### config.mk
export PLATFORM = sky130hd
export DESIGN_NAME = mul_iter32
export DESIGN_NICKNAME = d
export VERILOG_FILES = /design/src/rtl/mul_iter32.sv
export SDC_FILE = /design/constraint.sdc
export NUM_CORES = 1
export LEC_CHECK = 0
export CAP_MARGIN = 20
export CORE_MARGIN = 4
export CORE_UTILIZATION = 59
export CTS_CLUSTER_DIAMETER = 40
export DETAILED_ROUTE_END_ITERATION = 12
export PLACE_DENSITY = 0.94
export SLEW_MARGIN = 20
export SYNTH_ARGS = -nofsm -noshare
export SYNTH_HDL_FRONTEND = slang
export SYNTH_SLANG_ARGS = --single-unit
### constraint.sdc
create_clock -name clk -period 13.6 [get_ports clk]
set_input_delay 4.08 -clock clk [delete_from_list [all_inputs] [get_ports clk]]
set_output_delay 4.08 -clock clk [all_outputs]
set_load 0.05 [all_outputs]
### src/rtl/mul_iter32.sv
// Multi-cycle 32x32 shift-add multiplier for RV32M MUL/MULH/MULHSU/MULHU.
// It works on operand magnitudes and fixes the sign of the 64-bit product in one cycle at the end.

module add32 (
   input  logic [31:0] x,
   input  logic [31:0] y,
   input  logic        c_in,
   output logic [31:0] s,
   output logic        c31
);
   logic [32:0] c;
   assign c[0] = c_in;
   for (genvar i = 0; i < 32; i++) begin : g_fa
      assign s[i]   = x[i] ^ y[i] ^ c[i];
      assign c[i+1] = (x[i] & y[i]) | (c[i] & (x[i] ^ y[i]));
   end
   assign c31 = c[32];
endmodule

module mul_iter32 #(
   parameter int XLEN  = 32,
   parameter int CNT_W = 5
) (
   input  logic            clk,
   input  logic            rst,
   input  logic            start,
   input  logic [1:0]      op,
   input  logic [XLEN-1:0] a,
   input  logic [XLEN-1:0] b,
   output logic            busy,
   output logic            done,
   output logic [XLEN-1:0] result
);
   typedef enum logic [1:0] {IDLE, RUN, FIX, DONE} state_t;

   state_t              state;
   logic [CNT_W-1:0]    cnt;
   logic [2*XLEN-1:0]   product;
   logic [XLEN-1:0]     mcand;
   logic [1:0]          op_q;
   logic                neg;

   logic                a_sgn, b_sgn;
   logic [XLEN-1:0]     a_mag, b_mag;
   logic [XLEN-1:0]     sum;
   logic                cout;
   logic [2*XLEN-1:0]   fixed;

   // MULH treats both operands as signed, MULHSU only rs1; MUL/MULHU are unsigned.
   always_comb begin
      a_sgn = ((op == 2'b01) || (op == 2'b10)) && a[XLEN-1];
      b_sgn = (op == 2'b01) && b[XLEN-1];
      a_mag = a_sgn ? (~a + 1'b1) : a;
      b_mag = b_sgn ? (~b + 1'b1) : b;
      fixed = neg ? (~product + 1'b1) : product;
   end

   add32 u_add (
      .x    (product[2*XLEN-1:XLEN]),
      .y    (mcand),
      .c_in (1'b0),
      .s    (sum),
      .c31  (cout)
   );

   always_ff @(posedge clk or posedge rst) begin
      if (rst) begin
         state   <= IDLE;
         cnt     <= '0;
         product <= '0;
         mcand   <= '0;
         op_q    <= 2'b00;
         neg     <= 1'b0;
         busy    <= 1'b0;
         done    <= 1'b0;
         result  <= '0;
      end else begin
         case (state)
            IDLE: if (start) begin
               op_q    <= op;
               mcand   <= a_mag;
               neg     <= a_sgn ^ b_sgn;
               product <= {{XLEN{1'b0}}, b_mag};
               cnt     <= '0;
               busy    <= 1'b1;
               state   <= RUN;
            end
            RUN: begin
               product <= product[0] ? {cout, sum, product[XLEN-1:1]}
                                     : {1'b0, product[2*XLEN-1:1]};
               cnt     <= cnt + 1'b1;
               if (cnt == CNT_W'(XLEN-1)) state <= FIX;
            end
            FIX: begin
               product <= fixed;
               result  <= (op_q == 2'b00) ? fixed[XLEN-1:0] : fixed[2*XLEN-1:XLEN];
               done    <= 1'b1;
               state   <= DONE;
            end
            DONE: begin
               done  <= 1'b0;
               busy  <= 1'b0;
               state <= IDLE;
            end
            default: state <= IDLE;
         endcase
      end
   end
endmodule

Word level (Yosys, flattened, before mapping)
Index checks and enable logic that the tools add are counted.

Register bits: 140. Latch bits: 0. Bits in writable memories: 0. Bits in read-only memories: 0. Memories kept: 0.

Add/subtract/negate cells: 4. $mul: 0. Divide/modulo/power cells: 0. Magnitude comparators: 0. Equality and inequality tests: 8. Shifts and indexed selects: 0. Muxes and demuxes: 15. Bitwise gates (word level): 161. Reduce and logical (&&, ||, !) cells: 14.

Operators by type and width (count): $mux W64 (3); $pmux W64 S3 (1); $mux W32 (3); $add A32 B1 Y32 const B (2); $add A64 B1 Y64 const B (1); $not A32 Y32 (2); $not A64 Y64 (1); $xor A1 B1 Y1 (64); $and A1 B1 Y1 (63); $or A1 B1 Y1 (31); $pmux W5 S2 (1); $reduce_and A2 Y1 (5); $pmux W2 S4 (1); $eq A2 B2 Y1 const B (3); $reduce_bool A2 Y1 (3); $add A5 B1 Y5 const B (1); $eq A5 B5 Y1 const B (1); $mux W5 (1); $eq A2 B1 Y1 const B (2); $logic_not A2 Y1 (2); $mux W2 (2); $ne A2 B2 Y1 const B (2); $pmux W1 S2 (2); $reduce_bool A3 Y1 (1); 3 further kinds (4).

Depth between registers and ports, before layout
Depth in word-level cells: 65. Mapped depth: 38.

Cells and area by module
A second synthesis with hierarchy kept.

Cell total of the unflattened synthesis: 1285. Area total of the unflattened synthesis: 11000.6 um^2.

Modules (own cells, without submodules): mul_iter32 (instances 1, cells an instance 1243, area an instance 10322.4 um^2, sequential area each 3503.4 um^2); add32 (instances 1, cells an instance 42, area an instance 678.2 um^2, sequential area each 0.0 um^2).

Least setup slack after synthesis
Ideal clock, no wire load.

Path kind: flip-flop to flip-flop. Start: reg product[33]. End: reg product[62]. Data arrival time: 12131 ps. Data required time: 13467 ps. Setup slack: 1337 ps. Cell stages (with the launch flop): 38. Buffers on the path: 0. Path through: dfrtp_1 > inv_1 > fa_1 > fa_1 > fa_1 > fa_1 > fa_1 > fa_1 > fa_1 > fa_1 > fa_1 > fa_1 > fa_1 > fa_1 > fa_1 > fa_1 > fa_1 > fa_1 > (+2 left out) > fa_1 > fa_1 > fa_1 > fa_1 > fa_1 > fa_1 > fa_1 > fa_1 > inv_1 > fa_1 > fa_1 > fa_1 > inv_1 > fa_1 > fa_1 > a211oi_1 > a21oi_1 > o21ai_1.

Word-level cells in the longest chain between the ends: 64.

Ends and longest elaborated chain: start, declared (line 38) `logic [2*XLEN-1:0] product;`; start signal, assigned (line 83) `product <= {{XLEN{1'b0}}, b_mag};`; start signal, assigned (line 89) `product <= product[0] ? {cout, sum, product[XLEN-1:1]}`; start signal, assigned (line 95) `product <= fixed;`; $xor A1 B1 Y1 (line 15) `assign c[i+1] = (x[i] & y[i]) | (c[i] & (x[i] ^ y[i]));`; $and A1 B1 Y1 (line 15); $or A1 B1 Y1 (line 15); $and A1 B1 Y1 (line 15); $or A1 B1 Y1 (line 15); $and A1 B1 Y1 (line 15); $or A1 B1 Y1 (line 15); $and A1 B1 Y1 (line 15); (+48 left out); $or A1 B1 Y1 (line 15); $and A1 B1 Y1 (line 15); $or A1 B1 Y1 (line 15); $and A1 B1 Y1 (line 15); $or A1 B1 Y1 (line 15); $xor A1 B1 Y1 (line 14) `assign s[i] = x[i] ^ y[i] ^ c[i];`; $mux W64 (line 89); $pmux W64 S3 * (line 78) `case (state)`.

Every way passes the cells marked *; elsewhere a longest branch is shown, timed or not. A chain may end at the register's enable or synchronous reset.

Final worst setup path
Same ends and word-level chain as after synthesis.

==> impl_metrics.py <==
metrics = {
    "finish": {
        "n_fill_cell": 1368,
        "final_cells": 1627,
        "drive_above_1_share_pct": 6.442,
        "layout_commonest_cell": "dfrtp_1",
        "final_core_util_pct": 69.49,
        "nets": 1495,
        "area_growth_pct": 14.10,
        "layout_common_cells": "136 x dfrtp_1, 125 x nand2_1, 118 x o21ai_0",
    },
    "synth": {
        "syn_avg_cell_area_um2": 8.230,
        "synthesis.area_mm2": 0.01113,
        "ys_types": 81,
        "yosysTopAreaCell": "dfrtp_1",
        "async_reset_ff_share_pct": 100.0,
        "syn_nets": 1463,
        "synth-edff-count": 0,
        "synth_ff_type": "dfrtp_1",
        "yosysWarnings": 0,
        "ys_top_cells_by_area": "dfrtp_1 31%, xnor2_1 5.7%, fa_1 5.6%",
        "synthCells": 1352,
        "ys_seq_elements": 140,
        "synth_top_area_share_pct": 31.49,
        "synth-seq-area-share_pct": 31.49,
    },
    "floorplan": {
        "core-area_mm2": 0.01827,
        "num_rows": 49,
        "dieArea_mm2": 0.02112,
        "die_height_um": 145.3,
        "ios": 103,
        "start_util_pct": 60.90,
        "die_x_um": 145.3,
    },
    "global_routing": {
        "grt_antenna_before_repair": 1,
        "grt_max_degree": 93,
        "grt_usage_pct": 33.49,
        "grt_pass1_vias": 10860,
        "grt_pass1_wl_mm": 57.64,
        "grt_overflow": 0,
    },
    "timing": {
        "rsz0062_at_grt": "no",
        "fin_crit_ns": 13.11,
        "hold_violations": 0,
        "timing.final.crit_share_pct": 96.42,
        "fmax_ghz": 0.07626,
        "finalSetupTns_ns": 0,
        "clock-skew-final_ns": 0.01319,
        "hold-worst-slack_ns": 0.4793,
        "slew_headroom_pct": 29.67,
        "worst_slack_ns": 0.4864,
        "drv_slew": 0,
        "worst_pin_slew_ns": 1.051,
        "setup_viol": 0,
    },
    "critical_path": {
        "path_max_fanout": 6,
        "cpPeakStageDelay_ns": 0.47,
        "worstSetupStartpointType": "register",
        "cpMaxStageDelayCell": "fa_1",
        "worstRegToRegCells": 37,
        "worst_ep_arrival_time_ns": 13.47,
        "crit_family": "adder cells",
        "r2r_slack_ns": 0.49,
        "required_ns": 13.95,
        "crit_buf_inv": 3,
        "r2r_start": "product[33]",
        "r2r_end": "product[62]",
        "cp_common_cell": "fa_1",
        "crit_type": "register to register",
        "worst_setup_path_end_kind": "register",
    },
    "placed_design": {
        "dp.cells": 1593,
        "dp_hpwl_mm": 24.55,
        "gp_congestion": 0.9464,
        "io_buffers": 102,
        "pre_cts_slack_ns": 0.4145,
    },
    "clock_tree": {
        "cts_buffer_depth": 2,
        "clock_latency_ns": 0.44,
        "clock_sinks": 140,
        "cts_tree": "built",
        "cts.reportedPaths.clkPinSlew_ns": 0.06,
        "cts-buffers-inserted": 17,
        "clock-root-buffer": "clkbuf_16",
        "cts_max_level": 4,
    },
    "outcome": {
        "status": "finished clean",
    },
    "route": {
        "viasPerCell": 7.002,
        "wl_mm": 36.01,
        "ant_nets": 0,
        "routedWlPerCell_um": 22.13,
        "drc": 0,
        "dr.pass1.iters": 11,
        "dr_total_vias": 11390,
        "drt_iter0_drc": 2039,
    },
    "power": {
        "p_leak_nw": 4.862,
        "ir_drop_v": 0.0001563,
        "power_density_mw_per_mm2": 258.0,
    },
    "min_path": {
        "hold_class": "register to register",
        "holdPathStages": 2,
        "hold_end": "mcand[10]",
        "min_from": "mcand[10]",
    },
    "job": {
        "drv_cap": 0,
    },
}
## flip-flops by register name, summed over array words and instances, names as in the netlist
signal	count
done	1
mcand	32
product	64
cnt	5
neg	1
busy	1
op_q	2
state	2
result	32
## synthesized netlist by cell type (all sizes together), types with 7 or more instances
| library cell | n |
|---|---|
| nand4 | 20 |
| or4 | 23 |
| dfrtp | 140 |
| o32a | 16 |
| clkbuf | 84 |
| fa | 31 |
| o221ai | 13 |
| nand2 | 127 |
| ha | 11 |
| a211oi | 22 |
| nor4 | 19 |
| o211ai | 14 |
| a21oi | 89 |
| and3 | 7 |
| nor2b | 7 |
| a31oi | 16 |
| o31ai | 24 |
| o21ai | 130 |
| nand3 | 28 |
| mux2i | 11 |
| a221oi | 12 |
| a22oi | 9 |
| buf | 18 |
| a221o | 12 |
| o31a | 7 |
| or2 | 7 |
| inv | 93 |
| nor3 | 39 |
| nor2 | 108 |
| o41ai | 13 |
| xor2 | 26 |
| xnor2 | 73 |
| or3 | 20 |
## per-stage QoR
| step | power [mW] | instance area, um^2 |
|---|---|---|
| floorplan | 2.158 | 11130 |
| global placement | 2.655 | 12110 |
| detailed placement | 2.725 | 12110 |
| CTS | 3.199 | 12680 |
| global route | 3.465 | 12700 |
| finish | 3.276 | 12700 |
## layout make-up
class                           count  area [um^2]  area share [%]
Inverter                           94        357.8           2.819
Clock buffer                       20        446.7           3.518
Antenna cell                        1        2.502         0.01971
Tap cell                          229        286.5           2.257
Multi-Input combinational cell   1012         6830           53.80
Sequential cell                   140         3508           27.63
Clock inverter                     12        115.1          0.9067
Timing Repair Buffer              119         1149           9.047
## how the worst max path moves through the flow
| stage | start | endpoint | slack (ns) | cells after the start |
|---|---|---|---|---|
| 2_1_floorplan | product[33] | product[62] | 1.34 | 37 |
| 3_3_place_gp | product[32] | product[62] | 0.77 | 38 |
| 3_5_place_dp | product[32] | product[62] | 0.41 | 38 |
| 4_1_cts | product[32] | product[62] | 0.33 | 38 |
| 5_1_grt | product[33] | product[62] | 0.08 | 37 |
| 6_report | product[33] | product[62] | 0.49 | 37 |
## worst register-to-register path: cells and delay by family, from the launching register on
family	cells	cell delay, ns
DFF	1	0.43
buffers and inverters	3	0.25
AOI/OAI and AO/OA	3	0.50
adders and majority gates	31	11.82
## routing by layer
| layer | vias to the layer above | track usage, % | share of wire, % | wire, um |
|---|---|---|---|---|
| met4 | 0 | 17.85 | 6.4 | 2290 |
| li1 | 4979 | - | - | - |
| met5 | - | 0 | 0 | 0 |
| met1 | 5270 | 45.76 | 37 | 13150 |
| met3 | 216 | 8.471 | 13 | 4786 |
| met2 | 928 | 49.24 | 44 | 15780 |
## cell families (layout without fill, tap and decap cells)
| group | after synthesis | in the layout | share of synthesized area (%) |
|---|---|---|---|
| AO/OA/AOI/OAI | 432 | 432 | 26.56 |
| AND/OR/NAND/NOR | 424 | 424 | 18.60 |
| buffers and inverters | 200 | 245 | 7.354 |
| flip-flops | 140 | 140 | 31.49 |
| XOR/XNOR | 99 | 99 | 7.793 |
| adder cells (fa/ha/maj) | 42 | 42 | 6.814 |
| multiplexers | 15 | 15 | 1.394 |
| other | 0 | 1 | 0 |
## report_power, final
part	internal, mW	leakage [nW]	total, mW	switching [mW]
logic	0.683	2.84	2.01	1.32
registers	0.598	1.77	0.808	0.210
clock network	0.257	0.255	0.460	0.203
## repair_timing
item	CTS	global route
endpoints found under the setup margin	0	1
hold buffers	0	0
setup buffers	0	1
gates resized for setup	0	2
Power figures use the tool's default switching activity.
